## config.mk

```make
export PLATFORM = sky130hd
export DESIGN_NAME = rom_arbiter_flat
export DESIGN_NICKNAME = d
export VERILOG_FILES = /design/src/rtl/rom_arbiter_if.sv /design/src/rtl/rom_arbiter.sv /design/src/flat_wrapper.sv
export SDC_FILE = /design/constraint.sdc
export NUM_CORES = 1
export LEC_CHECK = 0
export CAP_MARGIN = 20
export CORE_MARGIN = 2
export CORE_UTILIZATION = 35
export DETAILED_ROUTE_END_ITERATION = 6
export PLACE_DENSITY_LB_ADDON = 0.08
export SYNTH_ARGS = -nofsm -noshare
export SYNTH_HDL_FRONTEND = slang
export SYNTH_SLANG_ARGS = --single-unit
```

## constraint.sdc

```tcl
create_clock -name MCLK -period 4.1 [get_ports MCLK]
set_clock_uncertainty 0.05 [all_clocks]
set_input_delay 0.82 -clock MCLK [delete_from_list [all_inputs] [get_ports MCLK]]
set_output_delay 0.82 -clock MCLK [all_outputs]
set_load 0.1 [all_outputs]
```

## src/rtl/rom_arbiter_if.sv

```systemverilog
// rom_arbiter_if: requester, ROM and status signals shared by the arbiter and its environment.
interface rom_arbiter_if;
  logic [23:0] ROM_MASK;
  logic        CPU_REQ;
  logic [23:0] CPU_ADDR;
  logic        CPU_WORD;
  logic        CPU_ACK;
  logic [15:0] CPU_Q;
  logic        COP_REQ;
  logic [23:0] COP_ADDR;
  logic        COP_WORD;
  logic        COP_ACK;
  logic [15:0] COP_Q;
  logic [23:0] MEM_ADDR;
  logic        MEM_CE_N;
  logic        MEM_OE_N;
  logic        MEM_WORD;
  logic [15:0] MEM_Q;
  logic        BUSY;
  modport master (
    output ROM_MASK, CPU_REQ, CPU_ADDR, CPU_WORD, COP_REQ, COP_ADDR, COP_WORD, MEM_Q,
    input  CPU_ACK, CPU_Q, COP_ACK, COP_Q, MEM_ADDR, MEM_CE_N, MEM_OE_N, MEM_WORD, BUSY
  );
  modport slave (
    input  ROM_MASK, CPU_REQ, CPU_ADDR, CPU_WORD, COP_REQ, COP_ADDR, COP_WORD, MEM_Q,
    output CPU_ACK, CPU_Q, COP_ACK, COP_Q, MEM_ADDR, MEM_CE_N, MEM_OE_N, MEM_WORD, BUSY
  );
endinterface

```

## src/rtl/rom_arbiter.sv

```systemverilog
// rom_arbiter: shares one ROM between CPU and coprocessor with alternating priority on contention.
module rom_arbiter #(
  parameter int unsigned RD_LAT = 3
) (
  input logic         MCLK,
  input logic         RESET_N,
  rom_arbiter_if.slave bus
);
  typedef enum logic [1:0] {IDLE, ACCESS, DONE} state_t;
  state_t      state_q, state_d;
  logic [3:0]  cnt_q, cnt_d;
  logic        last_cop_q, last_cop_d;
  logic        sel_cop_q, sel_cop_d;
  logic        lsb_q, lsb_d;
  logic [23:0] addr_q, addr_d;
  logic        word_q, word_d;
  logic        ce_n_q, ce_n_d;
  logic [15:0] cpu_q_q, cpu_q_d, cop_q_q, cop_q_d, cap;
  logic        cpu_ack_q, cpu_ack_d, cop_ack_q, cop_ack_d;
  logic        gnt_cop;
  always_comb begin
    gnt_cop    = bus.COP_REQ && (!bus.CPU_REQ || !last_cop_q);
    cap        = word_q ? bus.MEM_Q : {8'h00, lsb_q ? bus.MEM_Q[15:8] : bus.MEM_Q[7:0]};
    state_d    = state_q;
    cnt_d      = cnt_q;
    last_cop_d = last_cop_q;
    sel_cop_d  = sel_cop_q;
    lsb_d      = lsb_q;
    addr_d     = addr_q;
    word_d     = word_q;
    ce_n_d     = ce_n_q;
    cpu_q_d    = cpu_q_q;
    cop_q_d    = cop_q_q;
    cpu_ack_d  = 1'b0;
    cop_ack_d  = 1'b0;
    case (state_q)
      IDLE: if (bus.CPU_REQ || bus.COP_REQ) begin
        state_d    = ACCESS;
        cnt_d      = 4'(RD_LAT - 1);
        sel_cop_d  = gnt_cop;
        last_cop_d = gnt_cop;
        addr_d     = (gnt_cop ? bus.COP_ADDR : bus.CPU_ADDR) & bus.ROM_MASK;
        word_d     = gnt_cop ? bus.COP_WORD : bus.CPU_WORD;
        lsb_d      = gnt_cop ? bus.COP_ADDR[0] : bus.CPU_ADDR[0];
        ce_n_d     = 1'b0;
      end
      ACCESS: if (cnt_q == 4'd0) begin
        state_d   = DONE;
        ce_n_d    = 1'b1;
        cpu_ack_d = !sel_cop_q;
        cop_ack_d = sel_cop_q;
        cpu_q_d   = sel_cop_q ? cpu_q_q : cap;
        cop_q_d   = sel_cop_q ? cap : cop_q_q;
      end else begin
        cnt_d = cnt_q - 4'd1;
      end
      default: state_d = IDLE;
    endcase
  end
  always_ff @(posedge MCLK or negedge RESET_N) begin
    if (!RESET_N) begin
      state_q    <= IDLE;
      cnt_q      <= 4'd0;
      last_cop_q <= 1'b1;
      sel_cop_q  <= 1'b0;
      lsb_q      <= 1'b0;
      addr_q     <= 24'd0;
      word_q     <= 1'b0;
      ce_n_q     <= 1'b1;
      cpu_q_q    <= 16'd0;
      cop_q_q    <= 16'd0;
      cpu_ack_q  <= 1'b0;
      cop_ack_q  <= 1'b0;
    end else begin
      state_q    <= state_d;
      cnt_q      <= cnt_d;
      last_cop_q <= last_cop_d;
      sel_cop_q  <= sel_cop_d;
      lsb_q      <= lsb_d;
      addr_q     <= addr_d;
      word_q     <= word_d;
      ce_n_q     <= ce_n_d;
      cpu_q_q    <= cpu_q_d;
      cop_q_q    <= cop_q_d;
      cpu_ack_q  <= cpu_ack_d;
      cop_ack_q  <= cop_ack_d;
    end
  end
  assign bus.MEM_ADDR = addr_q;
  assign bus.MEM_WORD = word_q;
  assign bus.MEM_CE_N = ce_n_q;
  assign bus.MEM_OE_N = ce_n_q;
  assign bus.CPU_Q    = cpu_q_q;
  assign bus.COP_Q    = cop_q_q;
  assign bus.CPU_ACK  = cpu_ack_q;
  assign bus.COP_ACK  = cop_ack_q;
  assign bus.BUSY     = state_q != IDLE;
endmodule

```

## src/flat_wrapper.sv

```systemverilog
// flat-port wrapper written by rule: the top's interface ports become plain ports
module rom_arbiter_flat 
#(
  parameter int unsigned RD_LAT = 3
)
  (MCLK, RESET_N, bus_ROM_MASK, bus_CPU_REQ, bus_CPU_ADDR, bus_CPU_WORD, bus_COP_REQ, bus_COP_ADDR, bus_COP_WORD, bus_MEM_Q, bus_CPU_ACK, bus_CPU_Q, bus_COP_ACK, bus_COP_Q, bus_MEM_ADDR, bus_MEM_CE_N, bus_MEM_OE_N, bus_MEM_WORD, bus_BUSY);
  rom_arbiter_if bus_i ();
  input logic MCLK;
  input logic RESET_N;
  input wire logic [$bits(bus_i.ROM_MASK)-1:0] bus_ROM_MASK;
  input wire logic [$bits(bus_i.CPU_REQ)-1:0] bus_CPU_REQ;
  input wire logic [$bits(bus_i.CPU_ADDR)-1:0] bus_CPU_ADDR;
  input wire logic [$bits(bus_i.CPU_WORD)-1:0] bus_CPU_WORD;
  input wire logic [$bits(bus_i.COP_REQ)-1:0] bus_COP_REQ;
  input wire logic [$bits(bus_i.COP_ADDR)-1:0] bus_COP_ADDR;
  input wire logic [$bits(bus_i.COP_WORD)-1:0] bus_COP_WORD;
  input wire logic [$bits(bus_i.MEM_Q)-1:0] bus_MEM_Q;
  output wire logic [$bits(bus_i.CPU_ACK)-1:0] bus_CPU_ACK;
  output wire logic [$bits(bus_i.CPU_Q)-1:0] bus_CPU_Q;
  output wire logic [$bits(bus_i.COP_ACK)-1:0] bus_COP_ACK;
  output wire logic [$bits(bus_i.COP_Q)-1:0] bus_COP_Q;
  output wire logic [$bits(bus_i.MEM_ADDR)-1:0] bus_MEM_ADDR;
  output wire logic [$bits(bus_i.MEM_CE_N)-1:0] bus_MEM_CE_N;
  output wire logic [$bits(bus_i.MEM_OE_N)-1:0] bus_MEM_OE_N;
  output wire logic [$bits(bus_i.MEM_WORD)-1:0] bus_MEM_WORD;
  output wire logic [$bits(bus_i.BUSY)-1:0] bus_BUSY;
  assign bus_i.ROM_MASK = bus_ROM_MASK;
  assign bus_i.CPU_REQ = bus_CPU_REQ;
  assign bus_i.CPU_ADDR = bus_CPU_ADDR;
  assign bus_i.CPU_WORD = bus_CPU_WORD;
  assign bus_i.COP_REQ = bus_COP_REQ;
  assign bus_i.COP_ADDR = bus_COP_ADDR;
  assign bus_i.COP_WORD = bus_COP_WORD;
  assign bus_i.MEM_Q = bus_MEM_Q;
  assign bus_CPU_ACK = bus_i.CPU_ACK;
  assign bus_CPU_Q = bus_i.CPU_Q;
  assign bus_COP_ACK = bus_i.COP_ACK;
  assign bus_COP_Q = bus_i.COP_Q;
  assign bus_MEM_ADDR = bus_i.MEM_ADDR;
  assign bus_MEM_CE_N = bus_i.MEM_CE_N;
  assign bus_MEM_OE_N = bus_i.MEM_OE_N;
  assign bus_MEM_WORD = bus_i.MEM_WORD;
  assign bus_BUSY = bus_i.BUSY;
  rom_arbiter #(.RD_LAT(RD_LAT)) u_core (.MCLK(MCLK), .RESET_N(RESET_N), .bus(bus_i));
endmodule
```

==> run summary, run 1 <==
Status - finished clean
Horiz. Die Dim - 100 µm
Worst-path clk slew - 0.08 ns
Fillers - 806
Maximum number of pins on one net before global-route repair - 70
HPWL Detailed - 5990 µm
Type of the worst min-delay path - flip-flop to flip-flop
Adder and majority cell fraction of the synthesized area - 0.773%
Area of the core - 0.00911 mm²
#FFs+latches synth - 69
Total number of H-tree levels - 3
Diode count - 0
Number of hold violations in the final report - 0
Main combinational cell family by area after synthesis - multiplexers
CTS Root Cell - sky130_fd_sc_hd__clkbuf_8
Cell Area, Synth - 0.00324 mm²
Number of instances in the synthesized netlist - 250
Data arrival time at the worst-slack endpoint - 2.03 ns
Data required time of the worst path - 3.23 ns
Vias per cell - 4.94
Wire length of the first global-routing pass - 13600 µm
Crit path cell chain - clkdlybuf4s50_1
Initial core utilization - 35.5%
Synthesized-area fraction occupied by and/or/nand/nor cells - 10.0%
Total number of vias - 2557
Post-Syn Nets - 346
Async set or reset register ratio after synthesis - 100%
Height of the die - 100 µm
GP Congestion - 0.736
Shortest clock period the worst path allows after layout - 2.90 ns
Drt pass-1 iters - 4
Number of buffers added by the clock tree synthesis step - 9
DRC violation count after routing - 0
Wire length after detailed routing - 8360 µm
Post-synth top area cell - sky130_fd_sc_hd__dfrtp_1
CP delay by family, top - buffers and inverters
Most used flip-flop cell after synthesis - sky130_fd_sc_hd__dfrtp_1
Share of synthesized area spent on multiplexers - 22.3%
Core Util, Final - 55.5%
TritonCTS clock tree - done
Actual transition at the worst max-transition pin - 1.01 ns
Start-to-end type of the worst setup path - flip-flop to output pin
Largest cells by area after synthesis - sky130_fd_sc_hd__dfrtp_1 52%, sky130_fd_sc_hd__mux2_2 14%, sky130_fd_sc_hd__mux2i_1 8.3%
Count of pins on the block boundary - 156
Clock Sink Count - 69
Area Overhead vs Synth - 56.0%
DR iter-0 viols - 77
Area of the die - 0.0100 mm²
Warning count from the yosys run - 0
Routed wire length per instance - 16.1 µm
Setup_tns - 0 ns
Post-place setup slack - 1.41 ns
Vias in the first global route - 2685
Critical-path maximum fanout - 3
Count of flip-flops with a built-in enable after synthesis - 0
Number of placement rows - 35
Xor and xnor fraction of the mapped netlist area - 0%
Clock latency at the later pin of the worst-skew pair - 0.34 ns
Compound-cell area share of the yosys netlist - 9.86%
Max Freq - 0.345 GHz
Number of slew-limit violations in the final report - 0
Most used standard cells in the synthesized netlist - 67 x sky130_fd_sc_hd__dfrtp_1, 40 x sky130_fd_sc_hd__mux2_2, 27 x sky130_fd_sc_hd__mux2i_1, 25 x sky130_fd_sc_hd__o2bb2ai_1, 24 x sky130_fd_sc_hd__nand3_1
Count of max-cap constraint violations - 0
WHS - 0.444 ns
CP max-delay cell - sky130_fd_sc_hd__clkdlybuf4s50_1
Antenna violations before repair - 0
Setup crit start kind - flip-flop
Total buffers and inverters traversed by the critical path - 1
Share of the synthesized area in the top cell type - 51.8%
Final cycle utilization of the critical path - 70.7%
Share of the yosys chip area belonging to registers - 53.4%
Number of buffer cells added on primary ports - 155
Net total in the final layout - 498
Cell with the most instances after synthesis - sky130_fd_sc_hd__dfrtp_1
Worst slew margin - 32.2%
RSZ-0062 raised after global routing - no
Worst Setup End Kind - output pin
Yosys cell types - 38
Ratio of cells with drive above 1 in the final layout - 17.9%
Overall routing resource usage - 17.5%
Cts-stage hold buffer count - 0
Resized cells post-CTS - 0
Max Root-Sink Buffers - 2
Setup Viol. Count Final - 0
Delay of the slowest cell on the worst path - 1.14 ns
Post-layout worst setup margin - 1.20 ns
Mean post-synth cell area - 12.9 µm²
Grt ovf - 0
Post-CTS setup-driven buffer insertion count - 0
Final ANT Viol Nets - 0
[state kept, by name, summed over array words and instances (netlist names), 2 cells and up]
| name | cells |
|---|---|
| u_core.cnt_q | 4 |
| u_core.bus.CPU_Q | 16 |
| u_core.state_q | 2 |
| u_core.bus.MEM_ADDR | 24 |
| u_core.bus.COP_Q | 16 |
[per-layer routing]
| layer | up-vias | global-route usage, % | wire length, µm |
|---|---|---|---|
| li1 | 1227 | - | - |
| met1 | 1203 | 23.0 | 3670 |
| met2 | 117 | 26.9 | 3770 |
| met3 | 10 | 7.10 | 812 |
| met4 | 0 | 4.53 | 110 |
| met5 | - | 0 | 0 |
[area by class of cell]
cell class | instances | area, µm² | share of cell area, %
Sequential cell | 69 | 1730 | 34.2
Clock inverter | 7 | 82.6 | 1.63
Tap cell | 111 | 139 | 2.75
Clock buffer | 9 | 124 | 2.45
Multi-Input combinational cell | 160 | 1390 | 27.5
Timing Repair Buffer | 159 | 1580 | 31.2
Inverter | 3 | 11.3 | 0.223
[through the flow]
step | cells | cell area, µm²
2_1_floorplan | 250 | 3240
3_3_place_gp | 502 | 4840
3_5_place_dp | 502 | 4840
4_1_cts | 518 | 5050
5_1_grt | 518 | 5050
6_report | 518 | 5050
[worst reg2reg max path, stage by stage (launching register included)]
cell and delay [ns]:
sky130_fd_sc_hd__dfrtp_1 0.42, sky130_fd_sc_hd__inv_1 0.10, sky130_fd_sc_hd__ha_1 0.19, sky130_fd_sc_hd__nor3b_4 0.31, sky130_fd_sc_hd__and4b_2 0.59, sky130_fd_sc_hd__mux2_2 0.39
[worst paths after layout]
path / startpoint / to / slack [ns] / cells after the start
worst max register to register: u_core.cnt_q[0] / u_core.bus.COP_Q[9] / 1.93 / 5
worst max-delay path: u_core.bus.MEM_CE_N / bus_MEM_CE_N / 1.20 / 1
worst min register to register: u_core.bus.MEM_ADDR[2] / u_core.bus.MEM_ADDR[2] / 0.44 / 1
min in group asynchronous: RESET_N / u_core.bus.CPU_Q[15] / 0.52 / 1
max in group asynchronous: RESET_N / u_core.bus.MEM_WORD / 2.90 / 1
worst min-delay path: u_core.bus.MEM_ADDR[2] / u_core.bus.MEM_ADDR[2] / 0.44 / 1
[kinds of logic after synthesis]
logic type      count (synthesis)
flops                          69
mux                            67
simple gates                   50
compound gates                 41
buf+inv                        21
fa+ha+maj                       2
[placed cells by master (no fill, tap or decap), drive strengths merged, types with 6 or more instances in the layout]
cell type      count
nand3             24
and2               8
dfrtp             67
o21ai              7
clkbuf             9
o2bb2ai           25
mux2              40
buf                6
clkdlybuf4s50    153
mux2i             27
inv                6
Power of run 1 is not shown: default switching activity piles up to over one toggle a cycle in this logic, so the estimate is an artifact.
==> run 2, diff against run 1 <==
==> constraint.sdc (replaced) <==
create_clock -name MCLK -period 2.45 [get_ports MCLK]
set_clock_uncertainty 0.05 [all_clocks]
set_input_delay 0.49 -clock MCLK [delete_from_list [all_inputs] [get_ports MCLK]]
set_output_delay 0.49 -clock MCLK [all_outputs]
set_load 0.1 [all_outputs]
==> run summary, run 2 (synthesized netlist as in run 1, its figures left out) <==
Height of the die - 100 µm
Clock latency at the later pin of the worst-skew pair - 0.33 ns
Horiz. Die Dim - 100 µm
DRC violation count after routing - 0
Start-to-end type of the worst setup path - flip-flop to flip-flop
Fillers - 831
Data arrival time at the worst-slack endpoint - 2.31 ns
Count of max-cap constraint violations - 0
Post-CTS setup-driven buffer insertion count - 0
Data required time of the worst path - 2.62 ns
TritonCTS clock tree - done
Total number of vias - 2616
Number of slew-limit violations in the final report - 0
Area of the core - 0.00911 mm²
Placed Cells incl. Taps - 508
Delay of the slowest cell on the worst path - 0.58 ns
Antenna violations before repair - 0
Diode count - 0
Critical-path maximum fanout - 17
Count of pins on the block boundary - 156
Shortest clock period the worst path allows after layout - 2.14 ns
Worst-path clk slew - 0.08 ns
Resized cells post-CTS - 0
Vias in the first global route - 2754
CP max-delay cell - sky130_fd_sc_hd__and4b_2
Number of placement rows - 35
CTS Root Cell - sky130_fd_sc_hd__clkbuf_8
Most common library cell in the layout ignoring fill and taps - sky130_fd_sc_hd__clkdlybuf4s50_1
Max Root-Sink Buffers - 2
Drt pass-1 iters - 4
Number of buffer cells added on primary ports - 155
Setup_tns - 0 ns
Max Freq - 0.467 GHz
Setup crit start kind - flip-flop
Overall routing resource usage - 17.2%
Worst Setup End Kind - flip-flop
Placed standard-cell area - 0.00476 mm²
DR iter-0 viols - 59
HPWL Detailed - 6030 µm
RSZ-0062 raised after global routing - no
Cts-stage hold buffer count - 0
Crit path cell chain - inv_1 -> ha_1 -> nor3b_4 -> and4b_2 -> mux2_2
Initial core utilization - 35.5%
Status - finished clean
Final ANT Viol Nets - 0
Worst slew margin - 41.6%
Setup Viol. Count Final - 0
GP Congestion - 0.711
WHS - 0.215 ns
Net total in the final layout - 504
Wire length after detailed routing - 8340 µm
Final cycle utilization of the critical path - 87.4%
Area of the multi-input gates - 0.00139 mm²
Number of standard cells in the final layout excluding fillers - 524
Grt ovf - 0
Clock Sink Count - 69
Ratio of cells with drive above 1 in the final layout - 33.9%
Maximum number of pins on one net before global-route repair - 70
Register cell area after layout - 0.00173 mm²
Final instance area - 0.00497 mm²
Routed wire length per instance - 15.9 µm
Number of buffers added by the clock tree synthesis step - 9
Area Overhead vs Synth - 53.5%
Vias per cell - 4.99
Type of the worst min-delay path - input port to asynchronous set/reset pin
Number of hold violations in the final report - 0
Area of the die - 0.0100 mm²
Wire length of the first global-routing pass - 13500 µm
Actual transition at the worst max-transition pin - 0.876 ns
Most used cells in the layout excluding fill and tap cells - 92 x sky130_fd_sc_hd__clkdlybuf4s50_1, 71 x sky130_fd_sc_hd__buf_4, 67 x sky130_fd_sc_hd__dfrtp_1
Total number of H-tree levels - 3
Number of flip-flops under the largest register name - 24
==> run 2: area by class of cell <==
type	instances	area share, %
clock buffer	10	2.77
multi-input combinational	160	27.9
inverter	3	0.227
clock inverter	6	1.41
sequential	69	34.8
tap	111	2.79
timing repair buffer	165	30.1
==> run 2: worst max-delay path: cells and delay by family (launching register included) <==
family | cells | cell delay, ns
flip-flops | 1 | 0.43
adder cells (fa/ha/maj) | 1 | 0.19
buffers and inverters | 1 | 0.10
multiplexers | 1 | 0.39
AND/OR/NAND/NOR | 2 | 0.87
==> run 2: final timing paths <==
path / slack, ns / from / endpoint / cells after the start
min in group MCLK: 0.45 / u_core.bus.MEM_ADDR[7] / u_core.bus.MEM_ADDR[7] / 1
worst max-delay path: 0.31 / u_core.cnt_q[0] / u_core.bus.COP_Q[4] / 5
worst min register to register: 0.45 / u_core.bus.MEM_ADDR[7] / u_core.bus.MEM_ADDR[7] / 1
worst min-delay path: 0.22 / RESET_N / u_core.bus.COP_Q[15] / 1
worst max register to register: 0.31 / u_core.cnt_q[0] / u_core.bus.COP_Q[4] / 5
max in group asynchronous: 1.57 / RESET_N / u_core.bus.MEM_ADDR[3] / 1
==> run 2: metrics by stage <==
stage | util, % | worst slack, ns
floorplan | - | 0.370
global placement | 52.3 | 0.338
detailed placement | 52.3 | 0.299
CTS | 54.6 | 0.278
global route | 54.6 | 0.146
finish | 54.6 | 0.308
==> run 2: routing by layer <==
layer	GRT usage, %	up-vias	part of all wire [%]
li1	-	1236	-
met1	21.9	1260	43
met2	27.3	116	47
met3	6.82	4	9.5
met4	4.74	0	0.43
met5	0	-	0
Power of run 2 is left out for the same reason.
==> run 3, diff against run 2 <==
--- a/config.mk
+++ b/config.mk
@@ -9,7 +9,7 @@
 export CORE_MARGIN = 2
 export CORE_UTILIZATION = 35
 export DETAILED_ROUTE_END_ITERATION = 6
-export PLACE_DENSITY_LB_ADDON = 0.08
+export PLACE_DENSITY = 0.71
 export SYNTH_ARGS = -nofsm -noshare
 export SYNTH_HDL_FRONTEND = slang
 export SYNTH_SLANG_ARGS = --single-unit
==> constraint.sdc (replaced) <==
create_clock -name MCLK -period 2.08 [get_ports MCLK]
set_clock_uncertainty 0.05 [all_clocks]
set_input_delay 0.416 -clock MCLK [delete_from_list [all_inputs] [get_ports MCLK]]
set_output_delay 0.416 -clock MCLK [all_outputs]
set_load 0.1 [all_outputs]
==> run summary, run 3 (synthesized netlist as in run 1, its figures left out) <==
Type of the worst min-delay path - flip-flop to flip-flop
Start-to-end type of the worst setup path - flip-flop to flip-flop
Worst slew margin - 67.4%
Setup Viol. Count Final - 0
DRC violation count after routing - 0
Ratio of cells with drive above 1 in the final layout - 34.9%
GR peak layer - met2
Total number of H-tree levels - 3
Clock Sink Count - 69
Drt pass-1 iters - 4
Most common library cell in the layout ignoring fill and taps - sky130_fd_sc_hd__clkdlybuf4s50_1
Data required time of the worst path - 2.24 ns
Grt ovf - 0
Critical hold path startpoint - u_core.bus.MEM_ADDR[11]
Cells on worst reg2reg path - 6
Number of slew-limit violations in the final report - 0
Horiz. Die Dim - 100 µm
Number of flip-flops under the largest register name - 24
RSZ-0062 raised after global routing - no
Reg-to-reg slack, setup - 0.22 ns
Overall routing resource usage - 18.1%
Net total in the final layout - 512
CTS Root Cell - sky130_fd_sc_hd__clkbuf_8
Count of pins on the block boundary - 156
Worst setup path end - u_core.bus.COP_Q[3]
Vias per cell - 5.02
TritonCTS clock tree - done
Vias in the first global route - 2879
Shortest clock period the worst path allows after layout - 1.86 ns
HPWL Detailed - 6950 µm
DR iter-0 viols - 60
Resized cells post-CTS - 0
GP Congestion - 0.786
Worst-path clk slew - 0.07 ns
Area Overhead vs Synth - 59.1%
Met2 track demand over resource - 31.7%
Beginning of the worst register-to-register path - u_core.cnt_q[1]
Number of placement rows - 35
Final cycle utilization of the critical path - 89.3%
Fillers - 784
Maximum number of pins on one net before global-route repair - 30
Initial core utilization - 35.5%
Clock latency at the later pin of the worst-skew pair - 0.34 ns
Wire length of the first global-routing pass - 14200 µm
Routed wire length per instance - 16.9 µm
Crit path cell chain - inv_1 -> ha_1 -> nor3b_4 -> and4b_2 -> buf_12 -> mux2_2
Total number of vias - 2672
Fraction of met3 tracks used by global routing - 2.92%
Most used cells in the layout excluding fill and tap cells - 92 x sky130_fd_sc_hd__clkdlybuf4s50_1, 69 x sky130_fd_sc_hd__buf_4, 66 x sky130_fd_sc_hd__dfrtp_1
Setup crit start kind - flip-flop
Actual transition at the worst max-transition pin - 0.489 ns
Diode count - 0
Number of buffer cells added on primary ports - 155
Area of the die - 0.0100 mm²
Critical path origin - u_core.cnt_q[1]
Worst Setup End Kind - flip-flop
Final ANT Viol Nets - 0
Height of the die - 100 µm
R2r endpoint - u_core.bus.COP_Q[3]
Status - finished clean
Delay of the slowest cell on the worst path - 0.40 ns
Wire length after detailed routing - 8970 µm
CP max-delay cell - sky130_fd_sc_hd__dfrtp_1
Max Root-Sink Buffers - 2
Area of the core - 0.00911 mm²
Antenna violations before repair - 0
Max Freq - 0.538 GHz
Met1 usage in global routing - 22.1%
Setup_tns - 0 ns
Data arrival time at the worst-slack endpoint - 2.02 ns
Number of hold violations in the final report - 0
Count of max-cap constraint violations - 0
Number of buffers added by the clock tree synthesis step - 9
Critical-path maximum fanout - 17
## run 3: cell types whose count changed in the layout (fill, tap and decap cells not counted), sizes merged
cell	before	now
buf	73	80
bufinv	1	2
clkbuf	10	11
clkinv	1	0
clkinvlp	3	2
dlygate4sd3	0	1
## run 3: routing by layer
metal | vias to the layer above | wire length (µm)
li1 | 1252 | -
met4 | 0 | 229
met3 | 21 | 430
met1 | 1300 | 3640
met2 | 99 | 4670
met5 | - | 0
## run 3: area by class of cell
class / instances / area, µm² / area share [%]
sequential: 69 / 1730 / 33.6
clock inverter: 5 / 83.8 / 1.63
multi-input combinational: 160 / 1390 / 27.0
tap: 111 / 139 / 2.70
clock buffer: 11 / 141 / 2.75
timing repair buffer: 173 / 1650 / 32.1
inverter: 3 / 11.3 / 0.219
## run 3: repair_timing
action | in CTS | in global routing
hold endpoints to repair | 17 | 0
setup endpoints to repair | 0 | 4
buffers inserted | 0 | 1
hold buffers | 1 | 0
## run 3: per-stage QoR
| stage | util (%) | area, µm² | setup slack (ns) | hold slack (ns) | cells |
|---|---|---|---|---|---|
| after global routing | 56.5 | 5150 | 0.121 | 0.471 | 532 |
| final | 56.5 | 5150 | 0.223 | 0.446 | 532 |
| after CTS | 56.4 | 5140 | 0.103 | 0.450 | 531 |
| after floorplan | - | 3240 | 0.185 | 0.0704 | 250 |
| after detailed placement | 53.9 | 4910 | 0.0531 | 0.353 | 514 |
| after global placement | 53.9 | 4910 | 0.139 | 0.338 | 514 |
## run 3: worst max-delay path, delay by kind of cell, from the launching register on
family / cells / cell delay, ns
adders and majority gates: 1 / 0.19
muxes: 1 / 0.35
buffers and inverters: 2 / 0.28
DFF: 1 / 0.40
and+or+nand+nor: 2 / 0.48
## run 3: how the worst min path moves through the flow
stage                                         end  depth (start not counted)
final                     u_core.bus.MEM_ADDR[11]                          1
after global routing      u_core.bus.MEM_ADDR[12]                          1
after CTS                 u_core.bus.MEM_ADDR[11]                          1
after detailed placement      u_core.bus.CPU_Q[9]                          1
after global placement        u_core.bus.COP_Q[9]                          1
after floorplan                u_core.bus.COP_ACK                          0
Power of run 3 is left out for the same reason.
